<file path="config.mk">
export PLATFORM = sky130hd
export DESIGN_NAME = imem_loader
export DESIGN_NICKNAME = d
export VERILOG_FILES = /design/src/rtl/imem_loader.sv
export SDC_FILE = /design/constraint.sdc
export NUM_CORES = 1
export LEC_CHECK = 0
export CORE_MARGIN = 1.5
export CORE_UTILIZATION = 44
export CTS_CLUSTER_DIAMETER = 100
export DETAILED_ROUTE_END_ITERATION = 10
export PLACE_DENSITY_LB_ADDON = 0.2
export SLEW_MARGIN = 20
export SYNTH_ARGS = -nofsm -noshare
export SYNTH_HDL_FRONTEND = slang
export SYNTH_SLANG_ARGS = --single-unit
</file>
<file path="constraint.sdc">
create_clock -name clk -period 1.3 [get_ports clk]
set_input_delay 0.195 -clock clk [delete_from_list [all_inputs] [get_ports clk]]
set_output_delay 0.195 -clock clk [all_outputs]
set_load 0.02 [all_outputs]
</file>
<file path="src/rtl/imem_loader.sv">
// Instruction memory loader: packs a big-endian byte stream into 32-bit words and writes them from word 0 until halt or full.
// Optional IMEM_LOADER_PAD_EN: after the halt word, the rest of memory is filled with the halt word.
module imem_loader #(
    parameter int SIZE_IM = 128,
    parameter int CW      = $clog2(SIZE_IM) + 1
) (
    input  logic          clk,
    input  logic          rst_n,
    input  logic          start,
    input  logic          byte_valid,
    input  logic [7:0]    byte_data,
    output logic          byte_ready,
    output logic          we,
    output logic [31:0]   waddr,
    output logic [31:0]   wdata,
    output logic          busy,
    output logic          done,
    output logic          overflow,
    output logic [CW-1:0] word_count
);

    localparam int            IW   = $clog2(SIZE_IM);
    localparam logic [31:0]   HALT = 32'hFC00_0000;
    localparam logic [IW-1:0] LAST = IW'(SIZE_IM - 1);

    typedef enum logic [1:0] {IDLE, LOAD, PAD, DONE} state_t;

    state_t        state, state_nxt;
    logic [23:0]   asm_q;
    logic [1:0]    bcnt;
    logic [IW-1:0] idx;
    logic          take;
    logic          word_end;
    logic [31:0]   new_word;

    // A byte arriving together with start is dropped even though byte_ready is high.
    assign take     = (state == LOAD) && byte_valid && !start;
    assign word_end = take && (bcnt == 2'd3);
    assign new_word = {asm_q, byte_data};

    always_ff @(posedge clk) begin
        if (!rst_n) begin
            state <= IDLE;
        end else begin
            state <= state_nxt;
        end
    end

    always_comb begin
        state_nxt = state;
        if (start) begin
            state_nxt = LOAD;
        end else begin
            case (state)
                LOAD: begin
                    if (word_end) begin
                        if (new_word == HALT) begin
`ifdef IMEM_LOADER_PAD_EN
                            state_nxt = (idx == LAST) ? DONE : PAD;
`else
                            state_nxt = DONE;
`endif
                        end else if (idx == LAST) begin
                            state_nxt = DONE;
                        end
                    end
                end
`ifdef IMEM_LOADER_PAD_EN
                PAD: begin
                    if (idx == LAST) begin
                        state_nxt = DONE;
                    end
                end
`endif
                default: ;
            endcase
        end
    end

    always_comb begin
        byte_ready = (state == LOAD);
        busy       = (state == LOAD) || (state == PAD);
        done       = (state == DONE);
    end

    always_ff @(posedge clk) begin
        if (!rst_n) begin
            we         <= 1'b0;
            waddr      <= '0;
            wdata      <= '0;
            overflow   <= 1'b0;
            word_count <= '0;
            idx        <= '0;
            bcnt       <= '0;
            asm_q      <= '0;
        end else begin
            we <= 1'b0;
            if (start) begin
                idx        <= '0;
                bcnt       <= '0;
                word_count <= '0;
                overflow   <= 1'b0;
            end else if (take) begin
                asm_q <= new_word[23:0];
                bcnt  <= bcnt + 2'd1;
                if (bcnt == 2'd3) begin
                    we         <= 1'b1;
                    wdata      <= new_word;
                    waddr      <= {{(30-IW){1'b0}}, idx, 2'b00};
                    idx        <= idx + IW'(1);
                    word_count <= word_count + CW'(1);
                    if (new_word != HALT && idx == LAST) begin
                        overflow <= 1'b1;
                    end
                end
            end
`ifdef IMEM_LOADER_PAD_EN
            else if (state == PAD) begin
                we    <= 1'b1;
                wdata <= HALT;
                waddr <= {{(30-IW){1'b0}}, idx, 2'b00};
                idx   <= idx + IW'(1);
            end
`endif
        end
    end

endmodule

</file>
* Yosys cells after proc, flatten, opt, wreduce, memory -nomap -nowiden
Cells that the tools add are included.
Word-level totals: bits in registers 84, input port bits 12, output and inout port bits 77, word-level logic and storage cells 47
Cells by class: add/subtract/negate cells 3, equal/unequal tests 7, mux-type cells 6, bitwise gates (word level) 3, reductions and logical operators 18
Operator list (number):
- 32-bit == test (second input constant) | 1
- 32-bit inequality test (second input constant) | 1
- 3-bit AND reduction | 4
- 8-bit by 1-bit adder with 8-bit output (second input constant) | 1
- 7-bit by 1-bit adder with 7-bit output (second input constant) | 1
- 7-bit == test (second input constant) | 1
- 2-bit == test (second input constant) | 3
- 2-bit nonzero test | 3
- 1-bit logical AND | 4
- 1-bit two-way mux | 4
- 2-bit two-way mux | 2
- 2-bit AND reduction | 2
- 1-bit inverter | 3
- 3-bit nonzero test | 1
- 3-bit OR reduction | 1
- 2-bit by 1-bit adder with 2-bit output (second input constant) | 1
- 2-bit by 1-bit == test with 1-bit output (second input constant) | 1
- 2-bit OR reduction | 1
- 1-bit zero test | 1
- 1-bit logical OR | 1

* Logic depth before layout (Yosys ltp)
depth in word-level cells 7, mapped depth 8, depth with buffers taken out 6

* Worst setup path after synthesis
OpenSTA, ideal clock, no wires.
kind register to register, from register state[0], to register asm_q[0], arrival time 1.479 ns, setup slack -0.302 ns, cell stages (with the launch flop) 8, path buffers 2, path through dfxtp_1 ha_1 nand2_1 or2_1 buf_2 buf_2 nand2_1 a21boi_0
On the way: word-level cells in the longest chain between the ends 4
Ends and longest elaborated chain:
- start, declared | line 28 | state_t state, state_nxt;
- start signal, assigned | line 45 | state <= state_nxt;
- 2-bit by 1-bit == test with 1-bit output
- named net byte_ready | line 12 | output logic byte_ready,
- 1-bit logical AND (2 in a row) | line 37 | assign take = (state == LOAD) && byte_valid && !start;
- 2-bit AND reduction (no source line)
- end signal, assigned | line 104 | asm_q <= new_word[23:0];
- end, declared | line 29 | logic [23:0] asm_q;
The timed path passes the listed nets, and every way through them passes these cells. A chain may end at the register's enable or synchronous reset.

* Final worst setup path
from register state[1], to register word_count[7]
On the way: word-level cells in the longest chain between the ends 4
Ends and longest elaborated chain:
- 2-bit by 1-bit == test with 1-bit output | line 37
- 1-bit logical AND (2 in a row) | line 37
- 2-bit AND reduction (no source line)
- end signal, assigned | line 111 | word_count <= word_count + CW'(1);
- end, declared | line 19 | output logic [CW-1:0] word_count
Every way passes these cells.

==> qor_table.md <==
| Stage | Quantity | Reported |
|---|---|---|
| placed design | Final RePlAce weighted congestion | 0.838 |
| pwr | Max rail drop VDD | 0.672 mV |
| clock tree | Number of clock buffers inserted by TritonCTS | 9 |
| floorplan | Standard-cell rows | 32 |
| status | Violated checks | setup timing |
| logic synthesis | Flop and latch count out of synthesis | 84 |
| clock tree | Clock tree sinks | 84 |
| grt | Largest net degree at the start of global routing | 28 |
| min path | Beginning of the worst hold path | waddr[3] |
| floorplan | Number of ports placed on the die boundary | 89 |
| setup path | Category of the worst setup path launch point | flop |
| timing | Final critical-path required period | 1.56 ns |
| setup path | CP endpoint kind | flop |
| floorplan | Die area | 8540 um^2 |
| clock tree | CTS Hold Bufs | 0 |
| logic synthesis | Yosys Warn Count | 0 |
| cells and area | Share of cells above drive strength 1 | 0.420 |
| cells and area | Post-layout instance area | 5840 um^2 |
| clock tree | Clock tree from TritonCTS | built |
| logic synthesis | Sequential fraction of the synthesis area | 0.478 |
| pwr | Total power density per cell area | 832 nW/um^2 |
| floorplan | Chip Width | 92.4 um |
| timing | Unrepaired setup endpoints after global routing | yes |
| clock tree | Clock latency of the later-clocked register in the worst-skew pair | 0.37 ns |
| cells and area | Nets | 576 |
| drt | DR vias/cell | 5.14 |
| logic synthesis | Mapped Cells | 412 |
| setup path | Reg-to-reg critical path endpoint | word_count[7] |
| setup path | Start of the worst register-to-register path | state[1] |
| setup path | Most Frequent Cell on Critical Path | sky130_fd_sc_hd__buf_6 |
| timing | Number of setup violations in the final report | 84 |
| setup path | Crit-path leading delay family | buffers and inverters |
| timing | Period utilization | 1.20 |
| setup path | Library cell contributing the largest single delay on the critical path | sky130_fd_sc_hd__dfxtp_2 |
| logic synthesis | Post-synth top area share | 0.478 |
| setup path | Worst stage delay on the critical path | 0.33 ns |
| drt | Iteration-0 DRC count of the detailed router | 224 |
| min path | Tightest Hold Check Type | reg -> reg |
| floorplan | Initial Utilization | 0.455 |
| logic synthesis | Per-instance average area after synthesis | 8.54 um^2 |
| cells and area | Area delta synth->final | 66.0% |
| setup path | Worst EP arrival | 1.83 ns |
| placed design | Inst Count DP | 616 |
| setup path | Source of the critical timing path | state[1] |
| grt | Vias in the first global route | 3,313 |
| logic synthesis | Post-synthesis cell type count | 35 |
| drt | First-pass detailed-route iteration total | 4 |
| timing | Slack of the critical path | -0.264 ns |
| setup path | Cell-by-cell listing of the critical path | inv_2 > ha_4 > buf_6 > nand4b_4 > buf_4 > buf_6 > nor3_4 > xnor2_1 > nor2_1 |
| placed design | Port Buffers | 63 |
| setup path | Critical path peak fanout | 6 |
| setup path | Worst path bufs/invs | 4 |
| logic synthesis | Largest cells by area after synthesis | sky130_fd_sc_hd__dfxtp_1 (48%), sky130_fd_sc_hd__nand2_1 (15%), sky130_fd_sc_hd__a21boi_0 (7.0%), sky130_fd_sc_hd__a21boi_1 (6.4%), sky130_fd_sc_hd__buf_4 (6.0%) |
| setup path | Setup slack of the most critical reg-to-reg path | -0.26 ns |
| logic synthesis | Total standard cell area after synthesis | 3520 um^2 |
| floorplan | Vert. Die Dim | 92.4 um |
| placed design | Post-DP HPWL | 5770 um |
| timing | Final Max Tran Viols | 0 |
| cells and area | Filler-free cell count of the finished design | 666 |
| drt | Final routed DRC violation total | 0 |
| grt | Global-route total usage across every layer | 0.248 |
| min path | Worst Hold Path EP | waddr[3] |
| logic synthesis | Cell accounting for the most synthesized area | sky130_fd_sc_hd__dfxtp_1 |
| pwr | Final total power | 4.86 mW |
| clock tree | Worst-case clock buffer depth | 2 |
| grt | Global-route wire length before repair | 16,400 um |
| cells and area | Number of antenna cells inserted | 0 |
| drt | Routed len/inst | 16.6 um |
| timing | Worst-case clock skew | 0.0134 ns |
| drt | Total routed wirelength | 11,100 um |
| job | Count of maximum capacitance violations | 0 |
| clock tree | CTS clock-pin slew for the worst setup and hold paths | 0.10 ns |
| timing | Number of hold violations in the final report | 0 |
| drt | Routed vias | 3,423 |
| setup path | Required time of the critical path | 1.56 ns |
| status | Outcome | complete, but fails checks |
| grt | Initial antenna violation count | 0 |
| timing | Timing-limited maximum frequency | 639 MHz |
| min path | Count of cells along the worst hold path | 2 |
| setup path | Crit Path Category | reg -> reg |
| placed design | Setup Slack @ Placement | -0.445 ns |
| clock tree | H-tree depth reported by CTS | 3 |
| placed design | Post-placement cell area | 4670 um^2 |
| floorplan | Core outline area | 7730 um^2 |
| drt | Remaining antenna violation count after routing | 0 |
| cells and area | Number of fill cells in the layout | 506 |
| grt | Overflow left after global routing | 0 |
| setup path | Number of cells traversed by the worst register-to-register path | 9 |
| pwr | P_leak | 2.76 nW |
| clock tree | Root Buffer Master | sky130_fd_sc_hd__clkbuf_8 |
## routing by layer
layer	vias to the layer above	share of wire	global-route usage
met4	0	0.027	0.122
met1	1685	0.42	0.291
met3	24	0.039	0.0345
li1	1603	-	-
met2	111	0.51	0.440
met5	-	0	0
## worst register-to-register path, delay by kind of cell (launching register included)
kind / cells / cell delay (ns)
buffers and inverters: 4 / 0.46
and+or+nand+nor: 3 / 0.36
DFF: 1 / 0.33
adders and majority gates: 1 / 0.16
xor gates and xnor gates: 1 / 0.15
## cell type report
| class | instances | area (um^2) | area share |
|---|---|---|---|
| clock buffers | 10 | 138 | 0.0236 |
| well taps | 102 | 128 | 0.0219 |
| flip-flops and latches | 84 | 1690 | 0.289 |
| clock inverters | 6 | 46.3 | 0.00793 |
| inverters | 3 | 11.3 | 0.00193 |
| multi-input cells | 299 | 2120 | 0.364 |
| repair buffers | 162 | 1700 | 0.292 |
## metrics by stage
| stage | hold slack [ns] | setup TNS (ns) | util |
|---|---|---|---|
| 2_1_floorplan | 0.330 | -1.97 | - |
| 3_3_place_gp | 0.442 | -21.60 | 0.604 |
| 3_5_place_dp | 0.447 | -22.31 | 0.604 |
| 4_1_cts | 0.456 | -9.71 | 0.720 |
| 5_1_grt | 0.475 | -18.11 | 0.756 |
| 6_report | 0.452 | -13.51 | 0.756 |
## how the worst max path moves through the flow
stage / cells after the start / slack [ns] / end
after floorplan: 8 / -0.11 / word_count[6]
after global placement: 5 / -0.37 / overflow
after detailed placement: 5 / -0.44 / state[0]
after CTS: 11 / -0.20 / asm_q[18]
after global routing: 9 / -0.32 / word_count[7]
final: 9 / -0.26 / word_count[7]
## state kept, by name, summed over array words and instances (netlist names)
| register | flops |
|---|---|
| wdata | 32 |
| asm_q | 24 |
| word_count | 8 |
| idx | 7 |
| waddr | 7 |
| bcnt | 2 |
| state | 2 |
| overflow | 1 |
| we | 1 |
## cell families after synthesis
family | Yosys count | share of synthesized area
simple gates | 184 | 0.228
flops | 84 | 0.478
compound gates | 72 | 0.150
buf+inv | 53 | 0.0932
xor+xnor | 13 | 0.0324
fa+ha+maj | 5 | 0.0178
other cells | 1 | 0.00107
## where the power goes
group	switching (mW)	leakage [nW]	internal (mW)	total, mW
registers	0.00984	0.680	2.58	2.59
logic	0.232	1.99	0.216	0.448
clock network	1.06	0.0893	0.761	1.82
total	1.30	2.76	3.56	4.86
## synthesized netlist by cell type, drive strengths merged
library cell    n
and4b           2
nand3           3
dfxtp          84
nor4bb          1
buf            43
a21oi           5
nor3            5
nand4           8
nor4            5
clkbuf          7
xor2            8
ha              5
nor4b           1
a21boi         63
conb            1
nor2           15
nor2b           1
o31a            1
xnor2           5
nand4b          1
nand2b          1
or3             1
nand2         137
or2             1
o21ai           2
inv             3
o41a            1
and3            2
## cell usage in the layout (no fill, tap or decap), drive strengths merged, types with 2 or more instances in the layout
cell type,Yosys,layout
o21ai,2,2
dfxtp,84,84
inv,3,5
buf,43,100
nand2,137,137
a21oi,5,5
nand4,8,8
xnor2,5,5
a21boi,63,63
and4b,2,2
clkbuf,7,14
ha,5,5
clkdlybuf4s15,0,3
nor2,15,15
and3,2,2
clkinvlp,0,2
nor4,5,5
nand3,3,3
clkinv,0,2
xor2,8,8
dlygate4sd2,0,44
conb,1,25
clkdlybuf4s50,0,11
nor3,5,5
## repair_timing
action	CTS	global route
gates cloned	11	2
gates resized for setup	202	90
setup buffers	18	13
endpoints found under the setup margin	125	90
pin swaps	57	61
No activity file was read; power rests on OpenSTA's default activity.
